<file path="config.mk">
export PLATFORM = sky130hd
export DESIGN_NAME = gesture_scan_controller
export DESIGN_NICKNAME = d
export VERILOG_FILES = /design/src/rtl/gesture_scan_controller.sv
export SDC_FILE = /design/constraint.sdc
export NUM_CORES = 1
export LEC_CHECK = 0
export ABC_CLOCK_PERIOD_IN_PS = 2900
export CORE_MARGIN = 2
export CORE_UTILIZATION = 40
export CTS_CLUSTER_DIAMETER = 80
export DETAILED_ROUTE_END_ITERATION = 6
export HOLD_SLACK_MARGIN = 0.02
export PLACE_DENSITY = 0.68
export SKIP_CTS_REPAIR_TIMING = 1
export SLEW_MARGIN = 5
export SYNTH_ARGS = -nofsm -noshare
export SYNTH_HDL_FRONTEND = slang
export SYNTH_SLANG_ARGS = --single-unit
</file>
<file path="constraint.sdc">
create_clock -name clk -period 2.9 [get_ports clk]
set_clock_uncertainty 0.15 [all_clocks]
set_input_delay 0.87 -clock clk [delete_from_list [all_inputs] [get_ports clk]]
set_output_delay 0.87 -clock clk [all_outputs]
set_load 0.01 [all_outputs]
</file>
<file path="src/rtl/gesture_scan_controller.sv">
// Raster-scan gesture classifier: one HSV pixel per clock, green filter,
// left-half green count and strip transitions, then rock/paper/scissors.
module gesture_scan_controller #(
    parameter int HEIGHT               = 4,
    parameter int LENGTH               = 4,
    parameter int SUM_THRESHOLD        = 1200,
    parameter int SCISSORS_TRANSITIONS = 4
) (
    input  logic                        clk,
    input  logic                        reset,
    input  logic                        start,
    input  logic [2:0][7:0]             lower_green,
    input  logic [2:0][7:0]             upper_green,
    output logic                        pix_rd_en,
    output logic [$clog2(HEIGHT)-1:0]   pix_row,
    output logic [$clog2(LENGTH)-1:0]   pix_col,
    input  logic [2:0][7:0]             pix_data,
    output logic                        busy,
    output logic [1:0]                  result,
    output logic                        result_valid,
    input  logic                        result_ready,
    output logic [31:0]                 sum_left,
    output logic [7:0]                  transitions
);

    localparam int RW = $clog2(HEIGHT);
    localparam int CW = $clog2(LENGTH);
    localparam logic [RW-1:0] ROW_LAST = RW'(HEIGHT - 1);
    localparam logic [CW-1:0] COL_LAST = CW'(LENGTH - 1);
    localparam logic [CW-1:0] HALF_COL = CW'(LENGTH / 2);

    typedef enum logic [2:0] {
        IDLE,
        SCAN,
        DRAIN,
        DECIDE,
        HOLD
    } state_t;

    state_t          state_q, state_d;
    logic [RW-1:0]   row_q, row_d;
    logic [CW-1:0]   col_q, col_d;
    logic [CW-1:0]   dcol_q, dcol_d;
    logic            vld_q, vld_d;
    logic [2:0][7:0] lo_q, lo_d;
    logic [2:0][7:0] hi_q, hi_d;
    logic [31:0]     sum_q, sum_d;
    logic [7:0]      trans_q, trans_d;
    logic            prev_q, prev_d;
    logic [1:0]      result_q, result_d;
    logic            green;

    // Pixel classification against the latched inclusive bounds.
    always_comb begin
        green = 1'b1;
        for (int c = 0; c < 3; c++) begin
            if (pix_data[c] < lo_q[c] || pix_data[c] > hi_q[c]) begin
                green = 1'b0;
            end
        end
    end

    // Next-state, address sequencing and statistics accumulation.
    always_comb begin
        state_d   = state_q;
        row_d     = row_q;
        col_d     = col_q;
        lo_d      = lo_q;
        hi_d      = hi_q;
        sum_d     = sum_q;
        trans_d   = trans_q;
        prev_d    = prev_q;
        result_d  = result_q;
        pix_rd_en = 1'b0;
        vld_d     = (state_q == SCAN);
        dcol_d    = col_q;

        // Data returned for the read issued last cycle.
        if (vld_q) begin
            if (green && dcol_q < HALF_COL) begin
                sum_d = sum_q + 32'd1;
            end
            if (dcol_q == HALF_COL) begin
                if (green != prev_q && trans_q != 8'hFF) begin
                    trans_d = trans_q + 8'd1;
                end
                prev_d = green;
            end
        end

        unique case (state_q)
            IDLE: begin
                if (start) begin
                    lo_d    = lower_green;
                    hi_d    = upper_green;
                    sum_d   = 32'd0;
                    trans_d = 8'd0;
                    prev_d  = 1'b0;
                    row_d   = '0;
                    col_d   = '0;
                    state_d = SCAN;
                end
            end
            SCAN: begin
                pix_rd_en = 1'b1;
                if (row_q == ROW_LAST && col_q == COL_LAST) begin
                    row_d   = '0;
                    col_d   = '0;
                    state_d = DRAIN;
                end else if (col_q == COL_LAST) begin
                    col_d = '0;
                    row_d = row_q + 1'b1;
                end else begin
                    col_d = col_q + 1'b1;
                end
            end
            DRAIN: begin
                state_d = DECIDE;
            end
            DECIDE: begin
                if (trans_q == 8'(SCISSORS_TRANSITIONS)) begin
                    result_d = 2'd2;
                end else if (sum_q > 32'(SUM_THRESHOLD)) begin
                    result_d = 2'd1;
                end else begin
                    result_d = 2'd0;
                end
                state_d = HOLD;
            end
            HOLD: begin
                if (result_ready) begin
                    state_d = IDLE;
                end
            end
            default: begin
                state_d = IDLE;
            end
        endcase
    end

    // FSM state register.
    always_ff @(posedge clk) begin
        if (reset) begin
            state_q <= IDLE;
        end else begin
            state_q <= state_d;
        end
    end

    // Datapath registers; reset also drops any read in flight.
    always_ff @(posedge clk) begin
        if (reset) begin
            row_q    <= '0;
            col_q    <= '0;
            dcol_q   <= '0;
            vld_q    <= 1'b0;
            lo_q     <= '0;
            hi_q     <= '0;
            sum_q    <= 32'd0;
            trans_q  <= 8'd0;
            prev_q   <= 1'b0;
            result_q <= 2'd0;
        end else begin
            row_q    <= row_d;
            col_q    <= col_d;
            dcol_q   <= dcol_d;
            vld_q    <= vld_d;
            lo_q     <= lo_d;
            hi_q     <= hi_d;
            sum_q    <= sum_d;
            trans_q  <= trans_d;
            prev_q   <= prev_d;
            result_q <= result_d;
        end
    end

    assign pix_row      = row_q;
    assign pix_col      = col_q;
    assign busy         = (state_q != IDLE);
    assign result_valid = (state_q == HOLD);
    assign result       = result_q;
    assign sum_left     = sum_q;
    assign transitions  = trans_q;

endmodule

</file>
# --- Yosys cells after proc, flatten, opt, wreduce, memory -nomap -nowiden ---
# Index checks and enable logic that the tools add are counted.
classes:
  n_eq_ne: 14
  n_reduce_logical: 13
  n_lt_le_gt_ge: 8
  n_addsub: 4
  n_mul: 0
  bitwise_logic: 0
  div_mod_pow: 0
  mux: 30
  shift: 0
ops:
  columns: ["op", "count"]
  rows:
  - ["$mux W32", 4]
  - ["$mux W8", 5]
  - ["$add A32 B1 Y32 const B", 1]
  - ["$gt A32 B11 Y1 const B", 1]
  - ["$gt A8 B8 Y1", 3]
  - ["$lt A8 B8 Y1", 3]
  - ["$pmux W3 S5", 1]
  - ["$mux W2", 6]
  - ["$mux W1", 9]
  - ["$mux W3", 3]
  - ["$add A8 B1 Y8 const B", 1]
  - ["$eq A8 B3 Y1 const B", 1]
  - ["$ne A8 B8 Y1 const B", 1]
  - ["$pmux W2 S2", 2]
  - ["$eq A2 B2 Y1 const B", 3]
  - ["$eq A3 B2 Y1 const B", 2]
  - ["$reduce_and A3 Y1", 2]
  - ["$add A2 B1 Y2 const B", 2]
  - ["$ne A2 B1 Y1 const B", 2]
  - ["$reduce_and A2 Y1", 2]
  - ["$eq A3 B1 Y1 const B", 1]
  - ["$eq A3 B3 Y1 const B", 1]
  - ["$logic_and A1 B1 Y1", 3]
  - ["$logic_not A3 Y1", 1]
  - ["other kinds (7)", 9]
totals:
  rom_bits: 0
  mem_count: 0
  word_cells: 84
  regBits: 101
  input_bits: 76
  latchBits: 0
  ramBits: 0

# --- Depth between registers and ports, before layout ---
logic_depth:
  depth_word: 12
  mapped_depth: 12
  depth_no_buf: 10

# --- Worst setup path before layout ---
# OpenSTA, ideal clock, no wires.
synth_timing:
  path_type: "input to register"
  from: "in pix_data[9] (netlist name)"
  to: "reg trans_q[1] (netlist: transitions[1])"
  cell_stages: 10
  required_time_ps: 2627
  path_slack_ps: -252
  arrival_ps: 2879
  path_buffers: 1
  cell_sequence: "ha_1 o211ai_1 a31oi_1 a2111oi_0 o21ai_0 and4_1 buf_2 a211oi_1 nor2_1 mux2_1"
synth_via:
  elab_chain_cells: 11
synth_lines:
  columns: ["item", "line", "source"]
  rows:
  - ["start: declaration", "17", "input logic [2:0][7:0] pix_data,"]
  - ["$lt A8 B8 Y1 / $gt A8 B8 Y1 (equally long branches)", "57", "if (pix_data[c] < lo_q[c] || pix_data[c] > hi_q[c]) begin"]
  - ["$logic_or A1 B1 Y1 (*)", "57", null]
  - ["$mux W1 (*) (2 in series)", "57", null]
  - ["$ne A1 B1 Y1 (*)", "84", "if (green != prev_q && trans_q != 8'hFF) begin"]
  - ["$logic_and A1 B1 Y1 (*)", "84", null]
  - ["$mux W8 (*)", "84", null]
  - ["$mux W8 (*)", "83", "if (dcol_q == HALF_COL) begin"]
  - ["$mux W8 (*)", "79", "if (vld_q) begin"]
  - ["$mux W8", "93", "if (start) begin"]
  - ["$mux W8 (*)", "91", "unique case (state_q)"]
  - ["end signal: assignment", "171", "trans_q <= trans_d;"]
  - ["end: declaration", "48", "logic [7:0] trans_q, trans_d;"]
# Every way passes the cells marked *; elsewhere a longest branch is shown, timed or not.
# A chain may end at the register's enable or synchronous reset.

# --- Final worst setup path ---
layout_timing:
  from: "in pix_data[6] (netlist name)"
  to: "reg sum_q[11] (netlist: sum_left[11])"
layout_via:
  elab_chain_cells: 10
layout_lines:
  columns: ["item", "line", "source"]
  rows:
  - ["$lt A8 B8 Y1 / $gt A8 B8 Y1 (equally long branches)", "57", null]
  - ["$logic_or A1 B1 Y1 (*)", "57", null]
  - ["$mux W1 (*) (3 in series)", "57", null]
  - ["$logic_and A1 B1 Y1 (*)", "80", "if (green && dcol_q < HALF_COL) begin"]
  - ["$mux W32 (*)", "80", null]
  - ["$mux W32 (*)", "79", null]
  - ["$mux W32", "93", null]
  - ["$mux W32 (*)", "91", null]
  - ["end signal: assignment", "170", "sum_q <= sum_d;"]
  - ["end: declaration", "47", "logic [31:0] sum_q, sum_d;"]
# Marked as above.

==> qor.yml <==
clock_network:
  path_clk_slew_ns: 0.07
  htree_levels: 3
  cts.sinks: 101
  clock_path_buffers: 2
  cts_root_buf: "clkbuf_16"
  clk_latency_ns: 0.36
  cts_tree: "yes"
  numCtsBuffers: 9
global_route:
  grt_start_max_net_pins: 61
  grt_antenna_before_repair: 0
  grt_usage_pct: 21.53
  grt_pass1_vias: 5453
  grt_pass1_wl_um: 25610
  grt_remaining_overflow: 0
run:
  maxCapViolCount: 0
critical_path:
  worst_ep_required_time_ns: 3.04
  start_kind: "input port"
  reg2reg_slack_ns: 0.11
  crit_family: "simple AND/OR/NAND/NOR gates"
  crit-reg2reg-launch: "hi_q[13]$_SDFFE_PP0P_"
  worstPathMaxFanout: 8
  max_stage_delay_ns: 0.41
  crit_buf_inv: 3
  cp_cell_sequence: "dlymetal6s2s_1 -> buf_6 -> ha_4 -> o2111ai_2 -> or3_4 -> a22oi_4 -> nand4_1 -> buf_6 -> or3_4 -> a21oi_2"
  critPathKind: "in -> reg"
  rr_worst_depth: 11
  cp.arrival_ns: 3.15
  r2r-end: "transitions[7]$_SDFF_PP0_"
  critical_path.endpoint_type: "flip-flop"
  cpMaxStageDelayCell: "or3_4"
run_status:
  violations: "setup timing"
  status: "finished, violations left"
floorplan:
  start_util_pct: 40.58
  row_count: 43
  fp.dieW_um: 122.0
  fp.dieArea_mm2: 0.01488
  floorplan.die.height_um: 122.0
  core-area_mm2: 0.01372
  ios: 125
placement:
  port_buffers: 124
  dp_cells: 1026
  dp_slack_ns: -1.047
  place.gp.congestion: 0.8434
  dp_hpwl_um: 11640
power_and_ir_drop:
  ir_drop_v: 0.0002266
  netSwitchingFraction_pct: 24.33
  p_per_area_mw_per_mm2: 443.6
  p_leak_nw: 3.136
  p_seq_share_pct: 40.0
  p_int_mw: 2.767
  share_comb_of_total_power_pct: 17.1
  switchingPower_uw: 889.5
  power.share.clock_pct: 42.9
layout:
  fin_cells: 1058
  nFillCells: 1189
  final_cell_mix: "nand2_1, dfxtp_1, clkdlybuf4s50_1, a21oi_1, inv_1"
  multiInputGateArea_mm2: 0.003682
  final-seq-area_mm2: 0.002023
  drive_gt1_share_pct: 17.77
  area_growth_pct: 48.05
  layout_commonest_cell: "nand2_1"
  n_antenna_cell: 0
  layout.nets: 1000
yosys:
  yosysUniqueCellTypes: 50
  syn_avg_cell_area_um2: 7.798
  synth_area_leaders: "dfxtp_1, ha_1, nand2_1, a21oi_1, inv_1"
  synthesis.nets: 841
  ys_seq_area_share_pct: 36.31
  synth-seq-cells: 101
  syn_inst: 714
  ys_warn_count: 0
  synth_top_area_share_pct: 36.31
  yosysTopAreaCell: "dfxtp_1"
  async_flop_share_pct: 0
  ys.flop_type: "dfxtp_1"
  syn-cell-area_mm2: 0.005568
  synth_edf_count: 0
detailed_routing:
  wl_per_cell_um: 15.37
  drtPass1Iterations: 5
  wl_um: 16260
  vias: 5644
  vias_per_cell: 5.335
  final_antenna_net_count: 0
  drcViolationCount: 0
  drtIter0Drc: 385
timing:
  worst_slack_ns: -0.1078
  hold_viol: 0
  setup_violations: 13
  rsz0062_at_grt: "true"
  slew_headroom_pct: 64.44
  finalCritPeriodShare_pct: 103.7
  max_slew.worst_pin.slew_ns: 0.5334
  max_freq_ghz: 0.3325
  post-route-min-period_ns: 3.008
  slew_violations: 0
min_path:
  min_path_type: "reg -> reg"
  hold_depth: 2
  min_from: "lo_q[20]$_SDFFE_PP0P_"
  min_to: "lo_q[20]$_SDFFE_PP0P_"
==> final cells by class <==
type | instances | area share (%)
Timing Repair Buffer | 179 | 20.70
Clock buffer | 10 | 2.778
Tap cell | 180 | 2.732
Multi-Input combinational cell | 524 | 44.67
Sequential cell | 101 | 24.54
Clock inverter | 6 | 1.928
Inverter | 58 | 2.641
==> cells by family after synthesis <==
kind of cell / share of synthesized area [%]
AND/OR/NAND/NOR: 26.56
multiplexers: 2.741
flip-flops: 36.31
XOR/XNOR: 0.6293
AO/OA/AOI/OAI: 15.91
adder cells (fa/ha/maj): 11.46
buffers and inverters: 6.382
==> stage by stage <==
stage	setup TNS, ns	power (mW)	utilization (%)	cell area [µm²]	hold slack (ns)
after global routing	-2.470	3.794	60.08	8243	0.3283
after global placement	-33.66	2.027	54.26	7445	0.2941
after floorplan	-0.08252	1.786	-	5801	0.2863
after CTS	-21.23	3.612	57.09	7833	0.3073
final	-0.6276	3.656	60.08	8243	0.3067
after detailed placement	-35.35	2.050	54.26	7445	0.2974
==> worst min-delay path: stages, from the launching register on <==
cell     delay [ns]
dfxtp_1        0.31
nand2_1        0.05
a21oi_1        0.05
==> cell usage after synthesis (2+ instances only) <==
cell / instances
a2111oi_0: 4
a211oi_1: 2
a21o_1: 6
a21oi_1: 84
a311oi_1: 2
a31oi_1: 3
and2_1: 3
and3_1: 6
and4_1: 5
buf_4: 2
clkbuf_1: 27
dfxtp_1: 101
ha_1: 51
inv_1: 58
mux2i_1: 13
nand2_1: 151
nand2b_1: 7
nand3_1: 12
nand4_1: 17
nor2_1: 27
nor2b_1: 9
nor3_1: 18
nor3b_1: 2
nor4_1: 8
o2111ai_1: 3
o211ai_1: 11
o21ai_0: 24
o31ai_1: 3
or2_2: 2
or3_1: 26
or4_1: 6
xnor2_1: 3
==> power by group through the flow <==
| stage | registers [mW] | clock network, mW | logic, mW |
|---|---|---|---|
| detailed placement | 1.49 | 0 | 0.557 |
| finish | 1.46 | 1.57 | 0.626 |
| floorplan | 1.49 | 0 | 0.299 |
| CTS | 1.46 | 1.59 | 0.563 |
| global route | 1.47 | 1.63 | 0.692 |
| global placement | 1.49 | 0 | 0.536 |
==> metal layers <==
metal	track usage, %	up-vias	wire length, µm	part of all wire (%)
li1	-	2801	-	-
met1	26.26	2631	6945	43
met2	38.51	186	8169	50
met3	2.903	26	832	5.1
met4	7.830	0	316	1.9
met5	0	-	0	0
==> flip-flops by register name, summed over array words and instances (netlist names) <==
register and cells:
sum_left 32, pix_row 2, vld_q 1, dcol_q 2
prev_q 1, result 2, lo_q 24, transitions 8
state_q 3, pix_col 2, hi_q 24
==> worst max-delay path by stage <==
| stage | startpoint | end | slack (ns) | cells past startpoint |
|---|---|---|---|---|
| floorplan | pix_data[20] | sum_left[11]$_SDFF_PP0_ | -0.05 | 8 |
| global placement | pix_data[9] | sum_left[25]$_SDFF_PP0_ | -0.98 | 11 |
| detailed placement | pix_data[9] | sum_left[25]$_SDFF_PP0_ | -1.05 | 11 |
| CTS | pix_data[1] | sum_left[25]$_SDFF_PP0_ | -0.69 | 11 |
| global route | pix_data[17] | sum_left[11]$_SDFF_PP0_ | -0.18 | 11 |
| finish | pix_data[6] | sum_left[11]$_SDFF_PP0_ | -0.11 | 10 |
No activity file was read; power rests on OpenSTA's default activity.
